## src/rtl/spi_target_pkg.sv

```systemverilog
// Shared constants for the SPI target: register map, status/interrupt bit
// positions and the frame state encoding.
package spi_target_pkg;

    localparam int unsigned DATA_W = 16;
    localparam int unsigned BYTE_W = 8;

    localparam logic [2:0] REG_CTRL   = 3'd0;
    localparam logic [2:0] REG_STATUS = 3'd1;
    localparam logic [2:0] REG_RXDATA = 3'd2;
    localparam logic [2:0] REG_TXDATA = 3'd3;
    localparam logic [2:0] REG_INTREQ = 3'd4;
    localparam logic [2:0] REG_INTENA = 3'd5;
    localparam logic [2:0] REG_INTACT = 3'd6;
    localparam logic [2:0] REG_FILL   = 3'd7;

    localparam int unsigned ST_RX_EMPTY  = 0;
    localparam int unsigned ST_RX_FULL   = 1;
    localparam int unsigned ST_TX_EMPTY  = 2;
    localparam int unsigned ST_TX_FULL   = 3;
    localparam int unsigned ST_SS_ACTIVE = 4;
    localparam int unsigned ST_OVERRUN   = 5;
    localparam int unsigned ST_UNDERRUN  = 6;

    localparam int unsigned IR_RX_AVAIL  = 0;
    localparam int unsigned IR_FRAME_END = 1;
    localparam int unsigned IR_OVERRUN   = 2;
    localparam int unsigned IR_UNDERRUN  = 3;

    typedef enum logic {
        S_IDLE   = 1'b0,
        S_ACTIVE = 1'b1
    } spi_state_t;

endpackage

```

## src/rtl/spi_target_sync_fifo.sv

```systemverilog
// Show-ahead synchronous FIFO; a pop frees room for a same-cycle push when full.
module sync_fifo #(
    parameter int unsigned DEPTH = 16,
    parameter int unsigned WIDTH = 8
) (
    input  logic                     clk,
    input  logic                     reset,
    input  logic                     push,
    input  logic [WIDTH-1:0]         push_data,
    input  logic                     pop,
    output logic [WIDTH-1:0]         head,
    output logic                     full,
    output logic                     empty,
    output logic [$clog2(DEPTH):0]   count
);

    localparam int unsigned PTR_W = $clog2(DEPTH);
    localparam int unsigned CNT_W = PTR_W + 1;

    logic [WIDTH-1:0] mem [DEPTH];
    logic [PTR_W-1:0] wr_ptr;
    logic [PTR_W-1:0] rd_ptr;
    logic             do_push;
    logic             do_pop;

    assign empty   = (count == CNT_W'(0));
    assign full    = (count == CNT_W'(DEPTH));
    assign do_pop  = pop & ~empty;
    assign do_push = push & (~full | do_pop);
    assign head    = mem[rd_ptr];

    always_ff @(posedge clk) begin
        if (reset) begin
            wr_ptr <= '0;
            rd_ptr <= '0;
            count  <= '0;
        end else begin
            if (do_push) wr_ptr <= wr_ptr + PTR_W'(1);
            if (do_pop)  rd_ptr <= rd_ptr + PTR_W'(1);
            count <= count + CNT_W'(do_push) - CNT_W'(do_pop);
        end
    end

    always_ff @(posedge clk) begin
        if (do_push) mem[wr_ptr] <= push_data;
    end

endmodule

```

## src/rtl/spi_target.sv

```systemverilog
// SPI mode-0 target with CPU register interface, RX/TX byte FIFOs and
// sticky interrupt sources.
module spi_target
    import spi_target_pkg::*;
#(
    parameter int unsigned FIFO_DEPTH = 16,
    parameter logic [7:0]  FILL_RESET = 8'hFF
) (
    input  logic              C100M,
    input  logic              reset,
    input  logic [23:1]       ADDR,
    input  logic              access,
    input  logic              RW,
    input  logic              ds_n,
    output logic              dtack_n,
    output logic              data_oe,
    input  logic [DATA_W-1:0] data_in,
    output logic [DATA_W-1:0] data_out,
    output logic              INT2_n,
    input  logic              SS_n,
    input  logic              SCLK,
    input  logic              MOSI,
    output logic              MISO,
    output logic              MISO_oe
);

    localparam int unsigned CNT_W = $clog2(FIFO_DEPTH) + 1;

    logic [2:0] wr_sync, rd_sync, ss_sync, sclk_sync, mosi_sync;
    logic       wr_strobe, rd_strobe;
    logic       ss_fall, ss_rise, sclk_rise, sclk_fall, mosi_bit, ss_active;
    logic [2:0] reg_sel;
    logic       addr_hi_unused;

    logic              enable_q;
    logic [BYTE_W-1:0] fill_q;
    logic [DATA_W-1:0] intena_q;
    logic              underrun_q, overrun_q, frame_end_q;

    spi_state_t        state_q, state_d;
    logic [2:0]        bit_cnt_q;
    logic [BYTE_W-1:0] rx_shift_q, tx_shift_q, rx_next;
    logic              tx_load_c, rx_push_c, rx_shift_c, tx_shift_c, frame_end_c;

    logic              rx_pop, rx_full, rx_empty;
    logic              tx_push, tx_pop, tx_full, tx_empty;
    logic [BYTE_W-1:0] rx_head, tx_head;
    logic [CNT_W-1:0]  rx_count_unused, tx_count_unused;

    logic [DATA_W-1:0] status, intreq, intact, rd_data_c;
    logic [IR_UNDERRUN:IR_FRAME_END] intreq_clr;

    assign dtack_n        = ~access;
    assign data_oe        = access & ~ds_n & RW;
    assign reg_sel        = ADDR[3:1];
    assign addr_hi_unused = ^ADDR[23:4];
    assign MISO           = tx_shift_q[7];

    // Bus access and SPI pins are asynchronous to C100M
    always_ff @(posedge C100M) begin
        if (reset) begin
            wr_sync   <= '0;
            rd_sync   <= '0;
            ss_sync   <= 3'b111;
            sclk_sync <= '0;
            mosi_sync <= '0;
        end else begin
            wr_sync   <= {wr_sync[1:0], access & ~ds_n & ~RW};
            rd_sync   <= {rd_sync[1:0], access & ~ds_n & RW};
            ss_sync   <= {ss_sync[1:0], SS_n};
            sclk_sync <= {sclk_sync[1:0], SCLK};
            mosi_sync <= {mosi_sync[1:0], MOSI};
        end
    end

    assign wr_strobe = (wr_sync[2:1] == 2'b01);
    assign rd_strobe = (rd_sync[2:1] == 2'b01);
    assign ss_fall   = (ss_sync[2:1] == 2'b10);
    assign ss_rise   = (ss_sync[2:1] == 2'b01);
    assign sclk_rise = (sclk_sync[2:1] == 2'b01);
    assign sclk_fall = (sclk_sync[2:1] == 2'b10);
    assign mosi_bit  = mosi_sync[2];
    assign ss_active = ~ss_sync[2];
    assign rx_next   = {rx_shift_q[6:0], mosi_bit};

    assign tx_push    = wr_strobe && (reg_sel == REG_TXDATA) && !tx_full;
    assign rx_pop     = rd_strobe && (reg_sel == REG_RXDATA) && !rx_empty;
    assign tx_pop     = tx_load_c & ~tx_empty;
    assign intreq_clr = (wr_strobe && (reg_sel == REG_INTREQ)) ? data_in[IR_UNDERRUN:IR_FRAME_END] : '0;

    sync_fifo #(.DEPTH(FIFO_DEPTH), .WIDTH(BYTE_W)) u_rx_fifo (
        .clk       (C100M),
        .reset     (reset),
        .push      (rx_push_c),
        .push_data (rx_next),
        .pop       (rx_pop),
        .head      (rx_head),
        .full      (rx_full),
        .empty     (rx_empty),
        .count     (rx_count_unused)
    );

    sync_fifo #(.DEPTH(FIFO_DEPTH), .WIDTH(BYTE_W)) u_tx_fifo (
        .clk       (C100M),
        .reset     (reset),
        .push      (tx_push),
        .push_data (data_in[BYTE_W-1:0]),
        .pop       (tx_pop),
        .head      (tx_head),
        .full      (tx_full),
        .empty     (tx_empty),
        .count     (tx_count_unused)
    );

    // Frame state: next state and per-cycle shift/load controls
    always_comb begin
        state_d     = state_q;
        tx_load_c   = 1'b0;
        rx_push_c   = 1'b0;
        rx_shift_c  = 1'b0;
        tx_shift_c  = 1'b0;
        frame_end_c = 1'b0;
        case (state_q)
            S_IDLE: begin
                if (ss_fall && enable_q) begin
                    state_d   = S_ACTIVE;
                    tx_load_c = 1'b1;
                end
            end
            S_ACTIVE: begin
                if (ss_rise || !enable_q) begin
                    state_d     = S_IDLE;
                    frame_end_c = ss_rise;
                end else if (sclk_rise) begin
                    rx_shift_c = 1'b1;
                    if (bit_cnt_q == 3'd7) begin
                        rx_push_c = 1'b1;
                        tx_load_c = 1'b1;
                    end
                end else if (sclk_fall && (bit_cnt_q != 3'd0)) begin
                    tx_shift_c = 1'b1;
                end
            end
            default: state_d = S_IDLE;
        endcase
    end

    always_ff @(posedge C100M) begin
        if (reset) begin
            state_q    <= S_IDLE;
            bit_cnt_q  <= '0;
            rx_shift_q <= '0;
            tx_shift_q <= 8'hFF;
        end else begin
            state_q <= state_d;
            if (rx_shift_c) begin
                bit_cnt_q  <= bit_cnt_q + 3'd1;
                rx_shift_q <= rx_next;
            end else if (state_q == S_IDLE || state_d == S_IDLE) begin
                bit_cnt_q <= '0;
            end
            if (tx_load_c) begin
                tx_shift_q <= tx_empty ? fill_q : tx_head;
            end else if (tx_shift_c) begin
                tx_shift_q <= {tx_shift_q[6:0], 1'b0};
            end
        end
    end

    always_comb begin
        status               = '0;
        status[ST_RX_EMPTY]  = rx_empty;
        status[ST_RX_FULL]   = rx_full;
        status[ST_TX_EMPTY]  = tx_empty;
        status[ST_TX_FULL]   = tx_full;
        status[ST_SS_ACTIVE] = ss_active;
        status[ST_OVERRUN]   = overrun_q;
        status[ST_UNDERRUN]  = underrun_q;
        intreq               = '0;
        intreq[IR_RX_AVAIL]  = ~rx_empty;
        intreq[IR_FRAME_END] = frame_end_q;
        intreq[IR_OVERRUN]   = overrun_q;
        intreq[IR_UNDERRUN]  = underrun_q;
        intact               = intreq & intena_q;
    end

    always_comb begin
        rd_data_c = '0;
        case (reg_sel)
            REG_CTRL:   rd_data_c = {15'd0, enable_q};
            REG_STATUS: rd_data_c = status;
            REG_RXDATA: rd_data_c = rx_empty ? '0 : {8'd0, rx_head};
            REG_INTREQ: rd_data_c = intreq;
            REG_INTENA: rd_data_c = intena_q;
            REG_INTACT: rd_data_c = intact;
            REG_FILL:   rd_data_c = {8'd0, fill_q};
            default:    rd_data_c = '0;
        endcase
    end

    // CPU-visible registers; a sticky set in the same cycle as its clear wins
    always_ff @(posedge C100M) begin
        if (reset) begin
            enable_q    <= 1'b0;
            fill_q      <= FILL_RESET;
            intena_q    <= '0;
            underrun_q  <= 1'b0;
            overrun_q   <= 1'b0;
            frame_end_q <= 1'b0;
            data_out    <= '0;
            MISO_oe     <= 1'b0;
            INT2_n      <= 1'b1;
        end else begin
            if (wr_strobe) begin
                case (reg_sel)
                    REG_CTRL:   enable_q <= data_in[0];
                    REG_INTENA: intena_q <= data_in;
                    REG_FILL:   fill_q   <= data_in[BYTE_W-1:0];
                    default:    ;
                endcase
            end
            underrun_q  <= (tx_load_c & tx_empty) | (underrun_q & ~intreq_clr[IR_UNDERRUN]);
            overrun_q   <= (rx_push_c & rx_full & ~rx_pop) | (overrun_q & ~intreq_clr[IR_OVERRUN]);
            frame_end_q <= frame_end_c | (frame_end_q & ~intreq_clr[IR_FRAME_END]);
            if (rd_strobe) data_out <= rd_data_c;
            MISO_oe <= enable_q & ss_active;
            INT2_n  <= ~(|intact);
        end
    end

endmodule

```

## config.mk

```make
export PLATFORM = sky130hd
export DESIGN_NAME = spi_target
export DESIGN_NICKNAME = d
export VERILOG_FILES = /design/src/rtl/spi_target_pkg.sv /design/src/rtl/spi_target_sync_fifo.sv /design/src/rtl/spi_target.sv
export SDC_FILE = /design/constraint.sdc
export NUM_CORES = 1
export LEC_CHECK = 0
export BUFFER_PORTS_ARGS = -buffer_cell sky130_fd_sc_hd__buf_4
export CAP_MARGIN = 20
export CELL_PAD_IN_SITES_DETAIL_PLACEMENT = 1
export CELL_PAD_IN_SITES_GLOBAL_PLACEMENT = 2
export CORE_MARGIN = 1.5
export CORE_UTILIZATION = 40
export DETAILED_ROUTE_END_ITERATION = 16
export HOLD_SLACK_MARGIN = 0.02
export PLACE_DENSITY = 0.72
export SETUP_SLACK_MARGIN = 0.02
export SYNTH_ARGS = -nofsm -noshare
export SYNTH_HDL_FRONTEND = slang
export SYNTH_SLANG_ARGS = --single-unit
```

## constraint.sdc

```tcl
create_clock -name C100M -period 2.9 [get_ports C100M]
set_clock_uncertainty 0.1 [all_clocks]
set_input_delay 0.145 -clock C100M [delete_from_list [all_inputs] [get_ports C100M]]
set_output_delay 0.145 -clock C100M [all_outputs]
set_load 0.005 [all_outputs]
```

### Word level (Yosys, flattened, before mapping)

Memory sizes are Yosys's and may differ from the RTL's. A register that Yosys moved wholly into a read port is not among the register bits.
Index checks and enable logic that the tools add are counted.

| word-level totals | value |
|---|---|
| register bits | 106 |
| word-level logic and storage cells | 142 |
| input bits | 47 |
| output and inout port bits | 21 |
| bits in writable memories | 256 |
| memories | 2 |

| operators by class | value |
|---|---|
| multiplexer cells | 33 |
| add/subtract/negate cells | 9 |
| bitwise logic cells | 36 |
| equal/unequal tests | 16 |
| reductions and logical operators | 22 |

Memory list:

| name | words | width | rd ports | clocked after memory_dff | write ports | line | RTL |
|---|---|---|---|---|---|---|---|
| u_rx_fifo.mem | 16 | 8 | 1 | 1 | 1 | spi_target_sync_fifo.sv:20 | `logic [WIDTH-1:0] mem [DEPTH];` |
| u_tx_fifo.mem | 16 | 8 | 1 | 1 | 1 | spi_target_sync_fifo.sv:20 |  |

Operators with widths:

| kind | count |
|---|---|
| $pmux 16 s7 | 1 |
| $mux 8 | 4 |
| $mux 1 | 19 |
| $add 4x1->4 const B | 4 |
| $and 4x16->16 | 1 |
| $mux 4 | 4 |
| $reduce_or 16->1 | 1 |
| $and 1x1->1 | 15 |
| $eq 3x3->1 const B | 5 |
| $not 1->1 | 15 |
| $add 5x1->5 | 2 |
| $eq 5x5->1 const B | 2 |
| $logic_not 5->1 | 2 |
| $sub 5x1->5 | 2 |
| $mux 3 | 3 |
| $eq 2x1->1 const B | 4 |
| $logic_and 1x1->1 | 7 |
| $eq 3x2->1 const B | 2 |
| $reduce_and 2->1 | 3 |
| $or 1x1->1 | 5 |
| $eq 2x2->1 const B | 2 |
| $pmux 1 s2 | 2 |
| $reduce_bool 2->1 | 2 |
| $add 3x1->3 const B | 1 |
| 5 further kinds | 8 |

### Depth between registers and ports, before layout

| logic depth | value |
|---|---|
| word-level depth | 11 |
| gate-level depth with buffers | 15 |
| depth with buffers taken out | 14 |

### Hierarchy

A second synthesis with hierarchy kept.

| unflattened totals | value |
|---|---|
| cell total of the unflattened synthesis | 1002 |
| area, all modules | 15063.2 um^2 |

By module, submodules not included:

| module | seq. area each (um^2) | times used | area each (um^2) | cells an instance |
|---|---|---|---|---|
| sync_fifo (u_tx_fifo) | 4184.0 | 1 | 5819.3 | 309 |
| sync_fifo (u_rx_fifo) | 4184.0 | 1 | 5796.8 | 309 |
| spi_target | 1601.5 | 1 | 3447.1 | 384 |

### Worst setup path after synthesis

No wires, ideal clock.

| timing path | value |
|---|---|
| kind | reg2reg |
| start | register bit_cnt_q[0] |
| end | register u_tx_fifo.count[4] |
| required time | 2.730 ns |
| setup slack | -0.004 ns |
| stages on the path, launching flop included | 14 |
| library setup time | 0.070 ns |
| clock period less this slack | 2.904 ns |
| buffers on the path | 0 |
| data arrival time | 2.733 ns |
| cell sequence | dfxtp_1 ha_1 ha_1 and3b_1 nand3_1 a21oi_4 ha_1 inv_1 ha_1 fa_1 a21oi_1 nor2_1 or3_1 a21oi_1 |

| between the ends | value |
|---|---|
| cells in the longest elaborated chain, start to end | 11 |

Ends and longest elaborated chain:

| element | line | RTL |
|---|---|---|
| start: declaration | spi_target.sv:41 | `logic [2:0] bit_cnt_q;` |
| start signal: assignment | spi_target.sv:157 | `bit_cnt_q <= bit_cnt_q + 3'd1;` |
| $eq 3x3->1 (*) | spi_target.sv:136 | `if (bit_cnt_q == 3'd7) begin` |
| $mux 1 (*) | spi_target.sv:136 |  |
| $mux 1 (*) | spi_target.sv:134 | `end else if (sclk_rise) begin` |
| $mux 1 (*) | spi_target.sv:131 | `if (ss_rise \|\| !enable_q) begin` |
| $pmux 1 s2 (*) | spi_target.sv:123 | `case (state_q)` |
| $and 1x1->1 (*) | spi_target.sv:88 | `assign tx_pop = tx_load_c & ~tx_empty;` |
| $and 1x1->1 (*) | spi_target_sync_fifo.sv:28 | `assign do_pop = pop & ~empty;` |
| net u_tx_fifo.do_pop | spi_target_sync_fifo.sv:24 | `logic do_pop;` |
| $or 1x1->1 | spi_target_sync_fifo.sv:29 | `assign do_push = push & (~full \| do_pop);` |
| $and 1x1->1 | spi_target_sync_fifo.sv:29 |  |
| $add 5x1->5 | spi_target_sync_fifo.sv:40 | `count <= count + CNT_W'(do_push) - CNT_W'(do_pop);` |
| $sub 5x1->5 (*) | spi_target_sync_fifo.sv:40 |  |
| end signal: assignment | spi_target_sync_fifo.sv:40 |  |
| end: declaration | spi_target_sync_fifo.sv:14 | `output logic [$clog2(DEPTH):0] count` |

The timed path passes the listed nets; every way through them passes the cells marked *.
A chain may end at the register's enable or synchronous reset.

### Worst setup path in the final report

Same ends and word-level chain as after synthesis.

==> summary.txt <==
Worst setup path
  • Crit path largest cell delay: 370 ps
  • Register-to-register path setup slack: 160 ps
  • Critical path launch point type: flip-flop
  • Origin of the critical flop-to-flop path: bit_cnt_q[0]
  • Category of the worst setup path capture point: flip-flop
  • Library cell appearing most often on the critical path: ha_1
  • Req. time, crit path: 3250 ps
  • Worst-path cell with the longest stage delay: fa_2
  • Critical setup path kind: reg2reg
  • Series of cell instances along the critical path: ha_1, ha_1, and3b_1, nand3_2, a21oi_4, ha_4, inv_1, ha_1, fa_2, a21oi_2, nor2_1, or3_1, a21oi_2
  • Worst Path Arrival: 3090 ps
  • Maximum net fanout on the critical path: 2
  • CP Launch Point: bit_cnt_q[0]

Floorplan
  • # IOs: 68
  • Number of standard-cell rows in the floorplan: 70
  • Width of the chip: 197 µm
  • Die Ht: 197 µm
  • Effective utilization at floorplan: 0.409
  • Floorplan core area: 36,800 µm²
  • Die ar.: 38,800 µm²

Yosys
  • Share of Yosys cell area claimed by the top area cell type: 0.511
  • Compound-Gate Fraction of Synth Area: 0.0548
  • XOR/XNOR Fraction of Synth Area: 0.0116
  • Fraction of registers with async set or reset after synthesis: 0
  • Synthesized flop and latch total: 370
  • Mapped Nets: 1,085
  • Prevailing post-synth register cell: edfxtp_1
  • Avg Synthesized Cell Area: 14.9 µm²
  • Synthesized-area fraction occupied by adder cells: 0.0235
  • Portion of the post-synthesis area used by sequential elements: 0.663
  • Unique cell type count in the Yosys netlist: 73
  • Share of synthesized cell area in and, or, nand and nor gates: 0.0982
  • Total standard cell area after synthesis: 15,000 µm²
  • Combinational family with the most area after synthesis: multiplexers
  • Multiplexer share of the synthesized area: 0.124
  • Ys Warns: 0
  • Leading post-synthesis cells by cell area: edfxtp_1 (51%), dfxtp_1 (15%), mux4_2 (7.8%)
  • Gate count of the mapped netlist: 1,011
  • Synth area leader: edfxtp_1
  • Number of enable-type register cells in the synthesized netlist: 256

Timing
  • Final worst path period need: 2740 ps
  • Normalized max-slew margin: 0.461
  • Slew Viols, Final: 0
  • Fmax: 0.365 GHz
  • Hold Violations, Final: 0
  • Pin slew with the least headroom to its limit: 807 ps
  • Final critical-path share of the clock period: 0.945
  • Final setup viols: 0
  • RSZ-0062 raised after global routing: yes

Detailed routing
  • Detailed-routing wirelength on met1: 17.3 mm
  • Final routed wirelength across all metal layers: 36.1 mm
  • Top layer used by detailed routing: met4
  • Wire length per cell: 22.2 µm
  • Routed wire length on met2: 16.5 mm
  • Starting DRC count in detailed routing: 553
  • Antenna Violating Nets Remaining: 0
  • Detailed-route via count: 8,779
  • DR pass1 iterations: 5
  • Detailed-route DRC error count: 0
  • WL met3: 1.68 mm
  • Post-detailed-route via-to-cell ratio: 5.38

Power and ir drop
  • Leakage component of the power: 6.09 nW
  • Worst-case vdd ir drop: 0.475 mV
  • Total power: 11.1 mW
  • Areal power density over the cells: 624 nW/µm²

Clock tree
  • Largest buffer count on any clock path: 3
  • Cell at the root of the clock tree: clkbuf_16
  • CTS Buf Count: 41
  • Number of clock sinks seen by CTS: 370
  • Number of H-tree branching levels: 2
  • Clock transition time at the flip-flop clock pins of the worst setup and hold paths: 60 ps
  • Total setup buffers inserted after CTS: 0
  • Worst-Skew Late Latency: 540 ps
  • CTS tree: yes

Layout
  • Leading cell types in the layout, fill and taps excluded: edfxtp_1 (256), dfxtp_1 (112), buf_4 (98), nand2_1 (90), nor2_1 (81)
  • Fraction of layout instances using a drive strength above 1: 0.228
  • Antenna diode count: 0
  • Area overhead of the layout relative to synthesis: 18.8%
  • Post-route core utilization: 0.485
  • Leading cell type in the layout, fill and taps excluded: edfxtp_1
  • Layout net count: 1,204

Placed design
  • GPL Wtd Cong: 0.746
  • I/O Buffers: 47
  • Estimated wirelength of the detail-placed design: 23.6 mm

Worst hold path
  • Hold wc startpoint: ADDR[1]
  • Class of the tightest hold or removal check: in2reg

Global route
  • Vias in the first global route: 9,216
  • Total congestion overflow: 0
  • Wire length of the first global-routing pass: 55.6 mm
  • Total routing resource utilization after global routing: 0.191
  • Pin count of the biggest net entering global routing: 51
  • Antenna violations before repair: 0

Job
  • Total of max-cap violations: 0

Outcome
  • Result of the run: completed
per-layer routing:
metal,global-route usage,vias up
li1,-,4047
met1,0.283,4496
met2,0.297,190
met3,0.0291,46
met4,0.0450,0
met5,0,-
registers in the layout, indices dropped and copies added, names as in the netlist, 3 cells and up, named ones only:
| name | cells |
|---|---|
| u_rx_fifo.mem | 128 |
| u_tx_fifo.mem | 128 |
| data_out | 16 |
| intena_q | 16 |
| fill_q | 8 |
| tx_shift_q | 8 |
| rx_shift_q | 7 |
| u_rx_fifo.count | 5 |
| u_tx_fifo.count | 5 |
| u_rx_fifo.rd_ptr | 4 |
| u_rx_fifo.wr_ptr | 4 |
| u_tx_fifo.rd_ptr | 4 |
| u_tx_fifo.wr_ptr | 4 |
| bit_cnt_q | 3 |
| mosi_sync | 3 |
| rd_sync | 3 |
| sclk_sync | 3 |
| ss_sync | 3 |
| wr_sync | 3 |
worst max-delay path, delay by kind of cell, from the launching register on:
family,cells,cell delay (ps)
buffers and inverters,1,30
DFF,1,310
adders and majority gates,5,1190
AOI/OAI and AO/OA,3,330
and+or+nand+nor,4,720
power by group:
part	internal [mW]	switching [mW]	total [mW]
Combinational	0.0724	0.112	0.184
Clock	3.23	2.11	5.34
Sequential	5.61	0.00565	5.62
cell families (layout without fill, tap and decap cells):
group	Yosys count	after routing
AO/OA/AOI/OAI	116	116
multiplexers	105	105
flip-flops	370	370
AND/OR/NAND/NOR	295	295
buffers and inverters	78	230
XOR/XNOR	20	20
adder cells (fa/ha/maj)	27	27
final cells by class:
type / count / area, µm²
Fill cell: 3638 / 18900
Sequential cell: 370 / 9970
Multi-Input combinational cell: 563 / 4730
Clock buffer: 57 / 1190
Timing Repair Buffer: 128 / 1080
Tap cell: 468 / 586
Clock inverter: 19 / 205
Inverter: 26 / 97.6
worst paths after layout:
check        cells after the start                  to
max                             13  u_tx_fifo.count[4]
min                              4         data_out[6]
max reg2reg                     13  u_tx_fifo.count[4]
min reg2reg                      1          ss_sync[1]
metrics by stage:
step | cell area, µm² | setup WS (ps) | instances | hold slack (ps) | TNS (ps)
finish | 17900 | 159 | 1631 | 47.1 | 0
global route | 17900 | -17.6 | 1631 | 64.7 | -23.2
CTS | 17800 | 41.6 | 1631 | 28.3 | 0
detailed placement | 16200 | 54.3 | 1529 | 217 | 0
global placement | 16200 | 64.3 | 1529 | 217 | 0
floorplan | 15000 | 64.7 | 1011 | 121 | 0
synthesized netlist by cell type (4+ instances only):
cell type    n
buf_2       19
mux2_2      13
ha_1        25
nand4_1      4
a221oi_2     4
nor2_1      81
mux4_2      52
inv_1       26
nor2b_1     20
mux4_1       9
buf_4        5
o211ai_1     5
edfxtp_1   256
xnor2_1     12
nor3b_1      5
a211oi_1     9
o21ai_0     15
clkbuf_1    20
and3_1       6
o221ai_1     4
a41oi_1      7
nand2_1     90
mux2i_1     31
xor2_1       8
a21oi_1     38
a22oi_1     10
and2_1      14
nor3_1      11
nand2b_1     7
dfxtp_1    114
nand3_1     30
what timing repair did:
item                                   CTS  global route
resized for setup                        0             6
hold buffers                            26             0
setup endpoints to repair                0             2
endpoints found under the hold margin  197             0
No activity file was read; power rests on OpenSTA's default activity.
